**config.mk**
```make
export PLATFORM = sky130hd
export DESIGN_NAME = id_ex_stage
export DESIGN_NICKNAME = d
export VERILOG_FILES = /design/src/rtl/id_ex_stage_pkg.sv /design/src/rtl/id_ex_stage_load_use_detect.sv /design/src/rtl/id_ex_stage.sv
export SDC_FILE = /design/constraint.sdc
export NUM_CORES = 1
export LEC_CHECK = 0
export CORE_AREA = 2 2 229 231
export CTS_CLUSTER_DIAMETER = 60
export DETAILED_ROUTE_END_ITERATION = 8
export DIE_AREA = 0 0 231 233
export HOLD_SLACK_MARGIN = 0.15
export PLACE_DENSITY = 0.58
export SLEW_MARGIN = 10
export SYNTH_ARGS = -nofsm -noshare
export SYNTH_HDL_FRONTEND = slang
export SYNTH_HIERARCHICAL = 1
export SYNTH_SLANG_ARGS = --single-unit
```
**constraint.sdc**
```tcl
create_clock -name clk -period 4 [get_ports clk]
set_clock_uncertainty 0.2 [all_clocks]
set_input_delay 0.6 -clock clk [delete_from_list [all_inputs] [get_ports clk]]
set_output_delay 0.6 -clock clk [all_outputs]
set_load 0.03 [all_outputs]
```
**src/rtl/id_ex_stage_pkg.sv**
```systemverilog
// rtl/id_ex_stage_pkg.sv - shared encodings and constants for the ID/EX pipeline register
package id_ex_stage_pkg;

  localparam int DATA_W_DEF = 64;

  localparam logic [1:0] ALUOP_MEM = 2'b00;
  localparam logic [1:0] ALUOP_BR  = 2'b01;
  localparam logic [1:0] ALUOP_R   = 2'b10;

  typedef struct packed {
    logic [3:0] funct;
    logic [1:0] alu_op;
    logic       alu_src;
    logic       mem_read;
    logic       mem_write;
    logic       mem_to_reg;
    logic       reg_write;
    logic       branch;
  } ex_ctrl_t;

  // A bubble decodes as an add with no writeback and no memory access.
  localparam ex_ctrl_t BUBBLE_CTRL = '{funct: 4'b0000, alu_op: ALUOP_MEM, default: 1'b0};

endpackage

```
**src/rtl/id_ex_stage_load_use_detect.sv**
```systemverilog
// rtl/id_ex_stage_load_use_detect.sv - combinational load-use hazard detector
module load_use_detect (
  input  logic       ex_valid,
  input  logic       ex_mem_read,
  input  logic [4:0] ex_rd,
  input  logic       id_valid,
  input  logic [4:0] id_rs1,
  input  logic [4:0] id_rs2,
  output logic       hz
);

  // Both rs fields are compared whatever the format; a false stall only costs a cycle.
  assign hz = ex_valid & ex_mem_read & (ex_rd != 5'd0) & id_valid &
              ((ex_rd == id_rs1) | (ex_rd == id_rs2));

endmodule

```
**src/rtl/id_ex_stage.sv**
```systemverilog
// rtl/id_ex_stage.sv - ID/EX pipeline register with load-use stall and flush bubbles
module id_ex_stage
  import id_ex_stage_pkg::*;
#(
  parameter int DATA_W = DATA_W_DEF,
  parameter int CNT_W  = 16
) (
  input  logic              clk,
  input  logic              rst_n,
  input  logic              id_valid,
  input  logic [DATA_W-1:0] id_pc,
  input  logic [DATA_W-1:0] id_rs1_data,
  input  logic [DATA_W-1:0] id_rs2_data,
  input  logic [DATA_W-1:0] id_imm,
  input  logic [4:0]        id_rs1,
  input  logic [4:0]        id_rs2,
  input  logic [4:0]        id_rd,
  input  logic [3:0]        id_funct,
  input  logic [1:0]        id_alu_op,
  input  logic              id_alu_src,
  input  logic              id_mem_read,
  input  logic              id_mem_write,
  input  logic              id_mem_to_reg,
  input  logic              id_reg_write,
  input  logic              id_branch,
  input  logic              flush_in,
  output logic              ex_valid,
  output logic [DATA_W-1:0] ex_pc,
  output logic [DATA_W-1:0] ex_rs1_data,
  output logic [DATA_W-1:0] ex_rs2_data,
  output logic [DATA_W-1:0] ex_imm,
  output logic [4:0]        ex_rs1,
  output logic [4:0]        ex_rs2,
  output logic [4:0]        ex_rd,
  output logic [3:0]        ex_funct,
  output logic [1:0]        ex_alu_op,
  output logic              ex_alu_src,
  output logic              ex_mem_read,
  output logic              ex_mem_write,
  output logic              ex_mem_to_reg,
  output logic              ex_reg_write,
  output logic              ex_branch,
  output logic              stall_out,
  output logic [CNT_W-1:0]  bubble_count
);

  logic              hz;
  logic              valid_q;
  logic [DATA_W-1:0] pc_q, rs1_data_q, rs2_data_q, imm_q;
  logic [4:0]        rs1_q, rs2_q, rd_q;
  ex_ctrl_t          ctrl_q;
  ex_ctrl_t          id_ctrl;
  logic [CNT_W-1:0]  bubble_q;

  assign id_ctrl = '{funct:      id_funct,
                     alu_op:     id_alu_op,
                     alu_src:    id_alu_src,
                     mem_read:   id_mem_read,
                     mem_write:  id_mem_write,
                     mem_to_reg: id_mem_to_reg,
                     reg_write:  id_reg_write,
                     branch:     id_branch};

  load_use_detect u_load_use_detect (
    .ex_valid    (valid_q),
    .ex_mem_read (ctrl_q.mem_read),
    .ex_rd       (rd_q),
    .id_valid    (id_valid),
    .id_rs1      (id_rs1),
    .id_rs2      (id_rs2),
    .hz          (hz)
  );

  // A flush kills the ID instruction, so there is nothing left to hold.
  assign stall_out = hz & ~flush_in;

  always_ff @(posedge clk or negedge rst_n) begin
    if (!rst_n) begin
      valid_q    <= 1'b0;
      pc_q       <= '0;
      rs1_data_q <= '0;
      rs2_data_q <= '0;
      imm_q      <= '0;
      rs1_q      <= '0;
      rs2_q      <= '0;
      rd_q       <= '0;
      ctrl_q     <= BUBBLE_CTRL;
    end else if (flush_in | hz) begin
      valid_q    <= 1'b0;
      pc_q       <= '0;
      rs1_data_q <= '0;
      rs2_data_q <= '0;
      imm_q      <= '0;
      rs1_q      <= '0;
      rs2_q      <= '0;
      rd_q       <= '0;
      ctrl_q     <= BUBBLE_CTRL;
    end else begin
      valid_q    <= id_valid;
      pc_q       <= id_pc;
      rs1_data_q <= id_rs1_data;
      rs2_data_q <= id_rs2_data;
      imm_q      <= id_imm;
      rs1_q      <= id_rs1;
      rs2_q      <= id_rs2;
      rd_q       <= id_rd;
      ctrl_q     <= id_ctrl;
    end
  end

  always_ff @(posedge clk or negedge rst_n) begin
    if (!rst_n) begin
      bubble_q <= '0;
    end else if (stall_out) begin
      bubble_q <= bubble_q + CNT_W'(1);
    end
  end

  assign ex_valid      = valid_q;
  assign ex_pc         = pc_q;
  assign ex_rs1_data   = rs1_data_q;
  assign ex_rs2_data   = rs2_data_q;
  assign ex_imm        = imm_q;
  assign ex_rs1        = rs1_q;
  assign ex_rs2        = rs2_q;
  assign ex_rd         = rd_q;
  assign ex_funct      = ctrl_q.funct;
  assign ex_alu_op     = ctrl_q.alu_op;
  assign ex_alu_src    = ctrl_q.alu_src;
  assign ex_mem_read   = ctrl_q.mem_read;
  assign ex_mem_write  = ctrl_q.mem_write;
  assign ex_mem_to_reg = ctrl_q.mem_to_reg;
  assign ex_reg_write  = ctrl_q.reg_write;
  assign ex_branch     = ctrl_q.branch;
  assign bubble_count  = bubble_q;

endmodule

```
==> key figures <==
Route
  • Routed len/inst: 16.71 um
  • Vias per cell: 3.588
  • Routed WL: 33,240 um
  • Detailed-router iteration count before antenna repair: 4
  • Starting DRT DRC Count: 206
  • Total vias in the final route: 7,136
  • DRC violations left: 0
  • DRT antenna net count: 0

Clocking
  • CTS clk-pin slew, worst paths: 60 ps
  • CTS buffer count: 40
  • Clk buf depth: 3
  • Post-CTS setup buffer count: 0
  • CTS tree: built
  • Clock Latency Late Sink: 540 ps
  • Post-cts hold buffer count: 1
  • Post_cts resized: 0
  • Sink Count: 300
  • Clk Tree Root Cell: clkbuf_16
  • H-tree lvl count: 2

Timing
  • Min Tclk post-route: 3664 ps
  • Final critical-path share of the clock period: 91.61%
  • Final hold viol count: 0
  • Tightest Pin Transition: 768.1 ps
  • RSZ-0062 raised after global routing: no
  • Slew margin rel.: 48.79%
  • Final Slew Violations: 0
  • Hold slack: 265.7 ps
  • F_max: 0.2729 GHz
  • Post-route setup TNS: 0 ps
  • Final Setup Violations: 0

Global route
  • Number of global-route vias before repair: 7,737
  • Initial antenna violation count: 2
  • GRT met3 Usage: 5.135%
  • First-pass GRT wire length: 48,500 um
  • GRT busiest layer: met2
  • Global routing met2 resource utilization: 20.44%
  • Grt ovf: 0
  • Met1 Use GR: 13.53%
  • Largest net degree at the start of global routing: 124
  • Total GRT Usage: 12.04%

Synth
  • Cell area after synthesis: 9832 sq um
  • Post-synthesis average cell area: 14.67 sq um
  • Ys Warns: 6
  • Seq cells post-synth: 300
  • Distinct cells, synth: 25
  • Synth Instances: 670
  • Syn nets: 958
  • Register area share after synthesis: 76.36%

Floorplanning
  • Die W: 231 um
  • I/O Pins: 588
  • Area of the core: 51,090 sq um
  • Die area: 53,820 sq um
  • Die height: 233 um
  • Initial Utilization: 19.24%
  • Rows: 83

Min path
  • WHS Endpoint: bubble_count[15]$_DFFE_PN0P_
  • WHS Path Cells: 1
  • Hold path start: bubble_count[15]$_DFFE_PN0P_
  • Tightest Hold Check Type: flop to flop

Finish
  • Area growth syn-to-layout: 82.06%
  • Layout cell share with drive strength beyond 1: 6.346%
  • Final net count: 1,565
  • Commonest cells after routing, fill and taps aside: 586 x clkdlybuf4s50_1, 300 x dfrtp_1, 284 x and2_1
  • Commonest non-fill, non-tap cell in the layout: clkdlybuf4s50_1

Critical path
  • R2R depth: 7
  • Reg-to-reg endpoint: ex_rs1_data[47]$_DFF_PN0_
  • Arrival time worst endpoint: 2860 ps
  • R2R Setup Slk: 1280 ps
  • Crit end category: primary output
  • CP Class: primary input to primary output
  • Reg-to-Reg Start: ex_rd[3]$_DFF_PN0_
  • CP Max Fanout: 2
  • Crit-path most repeated cell: clkdlybuf4s50_1
  • CP Launch Type: primary input
  • Slowest CP cell: clkdlybuf4s50_1
  • WP depth: 7
  • Critical-path cell list: clkdlybuf4s50_1 > xor2_1 > nor3_1 > nand3_1 > a21oi_1 > nor2b_1 > clkdlybuf4s50_1
  • WP buf/inv: 2
  • CP required: 3200 ps
  • Crit-path max cell delay: 710 ps
  • Crit-path leading delay family: buffers and inverters

Placement
  • DPL Wire Length: 25,160 um
  • IO Port Bufs: 587
  • Routability congestion estimate: 0.8058

Pwr
  • Power per cell area: 437.8 nW/um^2
  • Pleak: 7.746 nW
  • VDD IR max: 0.0003976 V

Flow run
  • Max Cap Violations: 0

Status
  • Status: finished clean
## through the flow
stage / instances / area [sq um] / worst slack (ps) / power (mW) / util [%]
6_report: 1989 / 17900 / 335.7 / 7.837 / 35.03
5_1_grt: 1988 / 17900 / 182.0 / 8.198 / 35.03
4_1_cts: 1988 / 17900 / 293.6 / 8.005 / 35.03
3_5_place_dp: 1914 / 16570 / 329.7 / 4.449 / 32.44
3_3_place_gp: 1914 / 16570 / 317.7 / 4.442 / 32.44
2_1_floorplan: 670 / 9832 / 1365 / 3.724 / -
## how the worst max path moves through the flow
stage,to,slack [ps],start
after detailed placement,stall_out,330,id_rs2[0]
after CTS,stall_out,290,ex_rd[2]$_DFF_PN0_
after global routing,stall_out,180,ex_rd[0]$_DFF_PN0_
final,stall_out,340,id_rs1[0]
after floorplan,stall_out,1360,id_rs1[0]
after global placement,stall_out,320,id_rs1[2]
## worst reg2reg max path: cells and delay by family, from the launching register on
kind,cells,cell delay [ps]
AOI/OAI and AO/OA,2,320
buffers and inverters,2,490
DFF,1,440
and+or+nand+nor,3,1190
## power breakdown
part / total, mW / switching, mW / internal [mW]
clock network: 3.46 / 1.39 / 2.07
logic: 1.15 / 0.570 / 0.576
registers: 3.23 / 0.0481 / 3.18
total: 7.84 / 2.01 / 5.83
## routing by layer
layer / up-vias / part of all wire, %
met4: 2 / 2.5
li1: 3283 / -
met5: - / 0.036
met1: 3473 / 37
met3: 50 / 9.9
met2: 328 / 50
## cell usage after synthesis
library cell	instances	area share, %
dfrtp_1	300	76
nor2b_4	1	0.14
and3_1	2	0.13
nand2_1	4	0.15
nand4_2	1	0.13
nand3b_1	1	0.076
a21oi_1	1	0.051
ha_1	1	0.13
buf_2	3	0.15
and4_1	1	0.089
mux2_2	1	0.11
nor2b_1	1	0.064
and4_4	1	0.11
and2_1	284	18
xnor2_1	15	1.3
xor2_1	10	0.89
nor2_1	1	0.038
and4b_1	1	0.10
or4_1	1	0.076
nor3_1	2	0.10
nand4_1	5	0.32
clkbuf_1	28	1.1
nand3_1	3	0.15
o2111ai_1	1	0.089
nor2_2	1	0.064
## area by class of cell
class                      count  area, sq um
fill                        5049        33190
sequential                   300         7507
timing repair buffer         596         6013
multi-input combinational    339         2212
clock buffer                  51         1114
tap                          680        850.8
clock inverter                22        200.2
antenna                        1        2.502
## cells by family after synthesis
logic type,count (synthesis),synth area share (%)
flip-flops,300,76.36
AND/OR/NAND/NOR,310,19.81
multiplexers,1,0.1145
adder cells (fa/ha/maj),1,0.1272
buffers and inverters,31,1.222
AO/OA/AOI/OAI,2,0.1400
XOR/XNOR,25,2.227
Power figures use the tool's default switching activity.
